==> config.mk <==
export PLATFORM = sky130hd
export DESIGN_NAME = ascon_word_bridge
export DESIGN_NICKNAME = d
export VERILOG_FILES = /design/src/rtl/ascon_word_bridge.sv
export SDC_FILE = /design/constraint.sdc
export NUM_CORES = 1
export LEC_CHECK = 0
export ABC_AREA = 1
export CAP_MARGIN = 0
export CORE_UTILIZATION = 43
export CTS_BUF_LIST = sky130_fd_sc_hd__clkbuf_4 sky130_fd_sc_hd__clkbuf_8 sky130_fd_sc_hd__clkbuf_16
export DETAILED_ROUTE_END_ITERATION = 8
export PLACE_DENSITY = 0.8
export SETUP_SLACK_MARGIN = 0.3
export SYNTH_ARGS = -nofsm -noshare
export SYNTH_HDL_FRONTEND = slang
export SYNTH_SLANG_ARGS = --single-unit
==> constraint.sdc <==
create_clock -name clk -period 3.1 [get_ports clk]
set_input_delay 0.31 -clock clk [delete_from_list [all_inputs] [get_ports clk]]
set_output_delay 0.31 -clock clk [all_outputs]
set_load 0.03 [all_outputs]
==> src/rtl/ascon_word_bridge.sv <==
// Width-adapting bridge: packs subsystem words into Ascon blocks for the AD/PT FIFOs
// and serialises CT FIFO blocks back into words, first word in the block MSBs.
module ascon_word_bridge #(
  parameter int WORD_WIDTH  = 32,
  parameter int BLOCK_WIDTH = 64
) (
  input  logic                   clk,
  input  logic                   rst,
  input  logic                   flush_i,
  input  logic                   in_valid_i,
  output logic                   in_ready_o,
  input  logic [WORD_WIDTH-1:0]  in_data_i,
  input  logic                   in_sel_i,
  input  logic                   in_last_i,
  output logic                   ad_push_o,
  output logic                   pt_push_o,
  output logic [BLOCK_WIDTH-1:0] blk_o,
  input  logic                   ad_full_i,
  input  logic                   pt_full_i,
  output logic                   ct_pop_o,
  input  logic [BLOCK_WIDTH-1:0] ct_i,
  input  logic                   ct_empty_i,
  output logic                   out_valid_o,
  input  logic                   out_ready_i,
  output logic [WORD_WIDTH-1:0]  out_data_o,
  output logic                   out_last_o,
  output logic                   busy_o
);

  localparam int N = BLOCK_WIDTH / WORD_WIDTH;
  localparam int CNT_W = (N > 2) ? $clog2(N) : 1;
  localparam logic [CNT_W-1:0] LAST_IDX = CNT_W'(N - 1);

  typedef enum logic {FILL, PUSH} packState_t;
  typedef enum logic {IDLE, SEND} unpackState_t;

  packState_t             r_packState;
  logic [CNT_W-1:0]       r_cnt;
  logic                   r_sel;
  logic [BLOCK_WIDTH-1:0] r_blk;

  unpackState_t           r_unpackState;
  logic [CNT_W-1:0]       r_idx;
  logic [BLOCK_WIDTH-1:0] r_ct;

  logic w_clear;
  logic w_inFire;
  logic w_selFull;
  logic w_push;

  assign w_clear    = rst | flush_i;
  assign in_ready_o = (r_packState == FILL) & ~flush_i;
  assign w_inFire   = in_valid_i & in_ready_o;

  // Full flag is used combinationally so a push lands in the cycle the FIFO frees up.
  assign w_selFull  = r_sel ? pt_full_i : ad_full_i;
  assign w_push     = (r_packState == PUSH) & ~w_selFull & ~w_clear;
  assign ad_push_o  = w_push & ~r_sel;
  assign pt_push_o  = w_push & r_sel;
  assign blk_o      = r_blk;

  always_ff @(posedge clk) begin
    if (w_clear) begin
      r_packState <= FILL;
      r_cnt       <= '0;
      r_sel       <= 1'b0;
      r_blk       <= '0;
    end else begin
      case (r_packState)
        FILL: begin
          if (w_inFire) begin
            if (r_cnt == '0) begin
              r_sel <= in_sel_i;
            end
            r_blk[BLOCK_WIDTH-1 - int'(r_cnt)*WORD_WIDTH -: WORD_WIDTH] <= in_data_i;
            if ((r_cnt == LAST_IDX) || in_last_i) begin
              r_packState <= PUSH;
            end else begin
              r_cnt <= r_cnt + 1'b1;
            end
          end
        end
        PUSH: begin
          // Zeroing here is what zero-fills the tail of a short block.
          if (w_push) begin
            r_blk       <= '0;
            r_cnt       <= '0;
            r_packState <= FILL;
          end
        end
        default: r_packState <= FILL;
      endcase
    end
  end

  assign ct_pop_o    = (r_unpackState == IDLE) & ~ct_empty_i & ~w_clear;
  assign out_valid_o = (r_unpackState == SEND);
  assign out_last_o  = (r_unpackState == SEND) & (r_idx == LAST_IDX);
  assign out_data_o  = r_ct[BLOCK_WIDTH-1 - int'(r_idx)*WORD_WIDTH -: WORD_WIDTH];

  always_ff @(posedge clk) begin
    if (w_clear) begin
      r_unpackState <= IDLE;
      r_idx         <= '0;
      r_ct          <= '0;
    end else begin
      case (r_unpackState)
        IDLE: begin
          if (ct_pop_o) begin
            r_ct          <= ct_i;
            r_idx         <= '0;
            r_unpackState <= SEND;
          end
        end
        SEND: begin
          if (out_ready_i) begin
            if (r_idx == LAST_IDX) begin
              r_unpackState <= IDLE;
            end else begin
              r_idx <= r_idx + 1'b1;
            end
          end
        end
        default: r_unpackState <= IDLE;
      endcase
    end
  end

  assign busy_o = (r_packState == PUSH) | (r_cnt != '0) | (r_unpackState == SEND);

endmodule

### Word-level counts from Yosys, hierarchy flattened

Cells that the tools add are included.

* shifts and indexed selects: 3
* mux-type cells: 21
* add/sub/neg operators: 5
* reductions and logical operators: 6
* equal/unequal tests: 5
* bitwise operators: 20

Operator list (number)
* 64-bit 2-to-1 mux: 2
* 64-bit one-hot mux with 2 select lines: 1
* 32-bit by 33-bit variable shift with 95-bit output, first input constant: 1
* 32-bit by 33-bit variable part select with 95-bit output: 1
* 95-bit by 7-bit variable part select with 32-bit output: 1
* 64-bit bitwise mux: 1
* 7-bit negator with 33-bit output: 1
* 6-bit by 6-bit subtractor with 7-bit output, first input constant: 2
* 1-bit 2-to-1 mux: 13
* 1-bit bitwise AND: 9
* 2-bit inequality test, second input constant: 4
* 1-bit inverter: 8
* 1-bit one-hot mux with 2 select lines: 4
* 2-bit AND reduction: 3
* 3-bit AND reduction: 2
* 1-bit OR: 3
* 1-bit adder, second input constant: 2
* 2-bit by 1-bit inequality test with 1-bit output, second input constant: 1
* 1-bit logical OR: 1

* bits of input ports: 106
* output and inout port bits: 103
* logic and storage cells: 67
* register bits after elaboration: 133

### Depth between registers and ports, before layout

Gate-level depths: netlist of the first run.

* depth after elaboration: 6
* depth in mapped cells: 8
* mapped depth without buffers: 7

### Worst setup path before layout of the first run

No wires, ideal clock.

* path type: register to output
* start: register r_idx
* end: output out_data_o[10]
* setup slack: 1.426 ns
* buffers on the path: 2
* arrival time: 1.364 ns
* data required time: 2.790 ns
* stages on the path, launching flop included: 4
* cell sequence: dfxtp_1 -> clkbuf_1 -> clkbuf_1 -> o21ai_0

* word-level cells in the longest chain between the ends: 2

RTL lines
* start, declared: RTL line 43 `logic [CNT_W-1:0] r_idx;`
* start signal, assigned: RTL line 120 `r_idx <= r_idx + 1'b1;`
* 6-bit by 6-bit subtractor with 7-bit output: RTL line 99 `assign out_data_o = r_ct[BLOCK_WIDTH-1 - int'(r_idx)*WORD_WIDTH -: WORD_WIDTH];`
* 95-bit by 7-bit variable part select with 32-bit output: RTL line 99
* end, declared: RTL line 25 `output logic [WORD_WIDTH-1:0] out_data_o,`

Every way passes these cells.

### Worst setup path after layout of the first run

* start: register r_idx
* end: output out_data_o[3]

Same word-level chain as after synthesis.

==> flow_metrics.env, run 1 <==
export IMPL_dr_wl_met3_mm=1.322
export IMPL_rrSetupSlack_ps=1400
export IMPL_critPathTopFamily="buffers and inverters"
export IMPL_wl_met2_mm=6.412
export IMPL_worst_pin_slew_ps=789.6
export IMPL_grtUsageTotal=0.2317
export IMPL_setup_viol=0
export IMPL_cp_max_fo=37
export IMPL_initial_core_util=0.4418
export IMPL_cp_depth=4
export IMPL_drive_above_1_share=0.06193
export IMPL_fmaxAchievable_mhz=395.8
export IMPL_hold_buffers=0
export IMPL_synthArstFlopShare=0
export IMPL_grt_overflow=0
export IMPL_finalPower_mw=4.122
export IMPL_cts_clk_slew_worst_paths_ps=50
export IMPL_outcome="completed"
export IMPL_ir_drop_v=0.0004209
export IMPL_reg2reg_depth=7
export IMPL_synth_common_cells="201 x nand2_1, 133 x dfxtp_1, 99 x o21ai_0"
export IMPL_hold_viol_final=0
export IMPL_cp_arrival_ps=2220
export IMPL_antenna_found_initial=0
export IMPL_syn_to_final_growth_pct=53.22
export IMPL_fin_crit_ps=2527
export IMPL_dp_slack_ps=707.1
export IMPL_wirelength_mm=13.66
export IMPL_drv_slew=0
export IMPL_placedCellCount=983
export IMPL_critPathLaunchType="register"
export IMPL_cts_repair_resized=0
export IMPL_synthTopCellsByArea="dfxtp_1 53%, nand2_1 15%, o21ai_0 9.8%, a21oi_1 6.6%, inv_1 5.4%"
export IMPL_topRoutingLayerUsed="met4"
export IMPL_grt_setup_unrepaired="no"
export IMPL_htreeDepth=4
export IMPL_core_mm2=0.01147
export IMPL_synth_top_area_share=0.5256
export IMPL_synth_distinct_cells=21
export IMPL_clk_latency_ps=420
export IMPL_synth_ff_type="dfxtp_1"
export IMPL_worstPathCellList="buf_12 -> nand2_1 -> o21ai_0 -> clkdlybuf4s50_1"
export IMPL_drt_iter0_markers=369
export IMPL_max_clock_path_buffers=2
export IMPL_yosysWarnings=0
export IMPL_avgSynthCellArea_um2=7.595
export IMPL_slowest_delay_ps=730
export IMPL_fin_setup_tns_ps=0
export IMPL_io_pins=209
export IMPL_cts_tree="yes"
export IMPL_clkSinkCount=133
export IMPL_viasPerCell=4.900
export IMPL_setup_ws_ps=573.4
export IMPL_drtPass1Iterations=5
export IMPL_nets=965
export IMPL_cp_num_buf_inv=2
export IMPL_dpl_cell_area_mm2=0.007166
export IMPL_hpwl_mm=9.136
export IMPL_cp_slowest_cell="clkdlybuf4s50_1"
export IMPL_root_buffer="clkbuf_16"
export IMPL_final_util=0.6769
export IMPL_n_antenna_cell=0
export IMPL_ys_seq_area_frac=0.5256
export IMPL_met1Wirelength_mm=5.734
export IMPL_finalCritPeriodShare=0.8150
export IMPL_critPathKind="reg -> out"
export IMPL_die_h_um=110.5
export IMPL_synth_top_area_cell="dfxtp_1"
export IMPL_reg2reg_to="blk_o[8]"
export IMPL_whs_ps=450.5
export IMPL_drc=0
export IMPL_numCtsBuffers=17
export IMPL_power_density_mw_per_mm2=531.0
export IMPL_ys_ff_latch=133
export IMPL_syn_nets=773
export IMPL_cp_startpoint="r_idx"
export IMPL_grt_first_pass_wirelength_mm=22.52
export IMPL_grt_max_degree=65
export IMPL_ant_nets=0
export IMPL_row_count=39
export IMPL_instances_no_fill=1015
export IMPL_hold_path_class="in -> reg"
export IMPL_io_buffers=208
export IMPL_syn_cell_area_mm2=0.005066
export IMPL_cp_end_kind="primary output"
export IMPL_leakagePower_nw=2.685
export IMPL_max_slew_margin_rel=0.4724
export IMPL_grt_pass1_vias=4531
export IMPL_cap_viol_max_count=0
export IMPL_postCtsSetupBuffers=0
export IMPL_post_drt_wl_per_cell_um=13.46
export IMPL_fin_skew_ps=5.686
export IMPL_gp_congestion=0.7793
export IMPL_dieArea_mm2=0.01222
export IMPL_holdPathStages=3
export IMPL_die_w_um=110.5
export IMPL_synth_most_common_cell="nand2_1"
export IMPL_required_ps=2790
export IMPL_vias=4973
export IMPL_r2r_start="r_sel"
export IMPL_final_area_mm2=0.007762
export IMPL_netlist_instances=667
export IMPL_synth_edf_count=0
export IMPL_critPathCapture="out_data_o[3]"
export IMPL_fillers=900
layout by cell type (no fill, tap or decap), types with 2 or more instances in the layout:
master / instances
nor2_4: 2
a21oi_1: 67
clkbuf_8: 7
inv_1: 71
nand2_1: 201
clkdlybuf4s50_1: 208
nand3_1: 32
nor2_1: 5
clkinv_2: 3
inv_2: 2
dfxtp_1: 132
nor2_2: 2
clkinvlp_4: 3
o21ai_4: 2
nand2_2: 2
nand2_4: 2
o21ai_0: 98
clkbuf_16: 17
buf_4: 7
how the worst min path moves through the flow:
| stage | from | endpoint | slack (ps) |
|---|---|---|---|
| 6_report | in_sel_i | r_sel | 450 |
| 5_1_grt | ct_i[29] | r_ct[29] | 450 |
| 4_1_cts | in_sel_i | r_sel | 430 |
| 3_5_place_dp | blk_o[0] | blk_o[0] | 450 |
| 3_3_place_gp | blk_o[42] | blk_o[42] | 450 |
| 2_1_floorplan | out_ready_i | out_valid_o | 420 |
sequential cells by signal, indices dropped and copies added, names as in the netlist:
| register | count |
|---|---|
| r_sel | 1 |
| out_valid_o | 1 |
| r_ct | 64 |
| r_cnt | 1 |
| r_packState | 1 |
| r_idx | 1 |
| blk_o | 64 |
layout make-up:
class / instances / area (um2) / share of cell area
clock buffer: 25 / 529.3 / 0.06818
clock inverter: 7 / 67.56 / 0.008704
inverter: 74 / 277.8 / 0.03578
multi-input combinational: 417 / 1891 / 0.2436
sequential: 133 / 2664 / 0.3432
tap: 143 / 178.9 / 0.02305
timing repair buffer: 216 / 2155 / 0.2776
metal layers:
metal | global-route usage | vias to the layer above
met4 | 0.09600 | 0
li1 | - | 2502
met5 | 0 | -
met2 | 0.3636 | 206
met1 | 0.2791 | 2249
met3 | 0.09660 | 16
worst register-to-register path, stage by stage (launching register included):
cell and delay, ps:
dfxtp_1 390, inv_1 70, nand2_1 80, nand2_1 80, o21ai_4 340, buf_4 360
nand3_1 140, a21oi_1 170
cells by family (layout without fill, tap and decap cells):
group / count (synthesis) / count (layout) / share of synthesized area
buffers and inverters: 117 / 322 / 0.1035
AND/OR/NAND/NOR: 248 / 248 / 0.2003
AO/OA/AOI/OAI: 169 / 169 / 0.1707
flip-flops: 133 / 133 / 0.5256
power by group:
| part | total [mW] | internal (mW) | leakage, nW | switching [mW] |
|---|---|---|---|---|
| sequential | 1.77 | 1.75 | 1.08 | 0.0189 |
| combinational | 0.395 | 0.196 | 1.32 | 0.199 |
| clock | 1.96 | 1.26 | 0.291 | 0.703 |
Note: power is estimated with default switching activity, not from simulation.
==> run 2, diff against run 1 <==
CORE_UTILIZATION = 39   (was 43)
PLACE_DENSITY = 0.77   (was 0.8)
clock period = 2 ns   (was 3.1 ns; I/O delays follow)
==> run 2 against run 1 <==
Compared with the run above:
- critical path type unchanged
- sequential power increased by 55%
- hold slack got worse by 110 ps
- wire length increased by 0.76%
- worst setup slack got worse by 230 ps
- count of clock-buffer cells in the layout decreased by 1
- clock power increased by 65%
- die area increased by 10%
- design area increased by 1.7%
- global-route usage decreased by 2.2 points
==> flow_metrics.env, run 2 (synthesized netlist as in run 1, its figures left out) <==
export IMPL_fin_setup_tns_ps=0
export IMPL_die_w_um=116.0
export IMPL_hold_viol_final=0
export IMPL_wirelength_mm=13.77
export IMPL_finalPower_mw=6.590
export IMPL_drt_iter0_markers=239
export IMPL_ant_nets=0
export IMPL_grt_max_degree=67
export IMPL_fillers=1113
export IMPL_syn_to_final_growth_pct=55.79
export IMPL_finalCritPeriodShare=0.8279
export IMPL_mostFrequentLayoutCells="201 x nand2_1, 165 x clkdlybuf4s50_1, 131 x dfxtp_1"
export IMPL_max_slew_margin_rel=0.7175
export IMPL_root_buffer="clkbuf_16"
export IMPL_clk_latency_ps=410
export IMPL_cp_end_kind="primary output"
export IMPL_leakagePower_nw=2.924
export IMPL_dieArea_mm2=0.01345
export IMPL_initial_core_util=0.4014
export IMPL_reg2reg_to="blk_o[8]"
export IMPL_fmaxAchievable_mhz=603.9
export IMPL_worst_pin_slew_ps=423.1
export IMPL_vias=4952
export IMPL_holdPathStages=5
export IMPL_final_common_cell="nand2_1"
export IMPL_power_density_mw_per_mm2=835.0
export IMPL_setup_viol=0
export IMPL_htreeDepth=4
export IMPL_cp_startpoint="blk_o[13]"
export IMPL_critPathLaunchType="register"
export IMPL_hold_buffers=0
export IMPL_hold_path_class="in -> reg"
export IMPL_grt_first_pass_wirelength_mm=21.85
export IMPL_grt_pass1_vias=4496
export IMPL_antenna_found_initial=0
export IMPL_rrSetupSlack_ps=520
export IMPL_reg2reg_depth=7
export IMPL_cp_arrival_ps=1460
export IMPL_drv_slew=0
export IMPL_drive_above_1_share=0.1156
export IMPL_row_count=41
export IMPL_max_clock_path_buffers=2
export IMPL_cp_max_fo=2
export IMPL_drc=0
export IMPL_r2r_start="r_sel"
export IMPL_grtUsageTotal=0.2097
export IMPL_cap_viol_max_count=0
export IMPL_clkSinkCount=133
export IMPL_cp_depth=1
export IMPL_required_ps=1800
export IMPL_cp_slowest_cell="clkdlybuf4s50_1"
export IMPL_critPathTopFamily="buffers and inverters"
export IMPL_fin_crit_ps=1656
export IMPL_cp_num_buf_inv=1
export IMPL_cts_tree="yes"
export IMPL_cts_clk_slew_worst_paths_ps=50
export IMPL_worstPathCellList="clkdlybuf4s50_1"
export IMPL_numCtsBuffers=17
export IMPL_outcome="completed"
export IMPL_die_h_um=116.0
export IMPL_fin_skew_ps=3.990
export IMPL_gp_congestion=0.7842
export IMPL_drtPass1Iterations=4
export IMPL_critPathKind="reg -> out"
export IMPL_post_drt_wl_per_cell_um=13.06
export IMPL_io_pins=209
export IMPL_grt_setup_unrepaired="no"
export IMPL_nets=975
export IMPL_viasPerCell=4.698
export IMPL_n_antenna_cell=0
export IMPL_hpwl_mm=9.379
export IMPL_slowest_delay_ps=720
export IMPL_ir_drop_v=0.0005576
export IMPL_core_mm2=0.01262
export IMPL_critPathCapture="blk_o[13]"
export IMPL_grt_overflow=0
export IMPL_io_buffers=208
[run 2: changes by cell type in the layout (fill, tap and decap cells not counted), sizes merged]
cell           delta
buf              +46
clkdlybuf4s50    -43
dlymetal6s2s      +4
bufinv            +2
dlygate4sd2       +2
clkbuf            -1
clkdlybuf4s15     +1
clkinv            -1
clkinvlp          -1
inv               +1
[run 2: where the power goes]
group,internal [mW],switching [mW]
sequential,2.71,0.0280
combinational,0.310,0.312
clock,2.15,1.08
[run 2: timing repair]
action,4_1_cts,5_1_grt
endpoints found under the setup margin,22,20
gates resized for setup,5,6
buffers inserted,0,5
pin swaps,0,2
[run 2: layout make-up]
class | instances | area (um2) | share of cell area
Timing Repair Buffer | 226 | 2210 | 0.2800
Sequential cell | 133 | 2668 | 0.3380
Clock inverter | 8 | 120.1 | 0.01522
Inverter | 74 | 280.3 | 0.03551
Tap cell | 172 | 215.2 | 0.02727
Clock buffer | 24 | 509.2 | 0.06452
Multi-Input combinational cell | 417 | 1891 | 0.2395
[run 2: metrics by stage]
step           hold slack, ps  cell area, um2  setup slack, ps  cells  utilization
2_1_floorplan           311.8            5066            436.2    667            -
3_3_place_gp            447.2            7212            234.1   1017       0.5715
3_5_place_dp            451.1            7212            198.5   1017       0.5715
4_1_cts                 330.0            7843            300.9   1049       0.6215
5_1_grt                 358.4            7893            278.3   1054       0.6254
6_report                337.5            7893            344.1   1054       0.6254
[run 2: per-layer routing]
layer,share of wire,GRT usage,vias to the layer above
li1,-,-,2514
met1,0.41,0.2418,2224
met2,0.47,0.3464,198
met3,0.11,0.08682,16
met4,0.014,0.08034,0
met5,0,0,-
[run 2: tightest hold or removal path: stages]
cell and delay, ps:
dlymetal6s2s_1 160, nor2_4 60, buf_4 150, o21ai_0 70
a21oi_1 50
[run 2: worst min-delay path by stage]
stage / start / end / slack, ps
2_1_floorplan: out_ready_i / out_valid_o / 310
3_3_place_gp: blk_o[1] / blk_o[1] / 450
3_5_place_dp: blk_o[48] / blk_o[48] / 450
4_1_cts: in_sel_i / r_sel / 330
5_1_grt: in_sel_i / r_sel / 360
6_report: flush_i / r_sel / 340
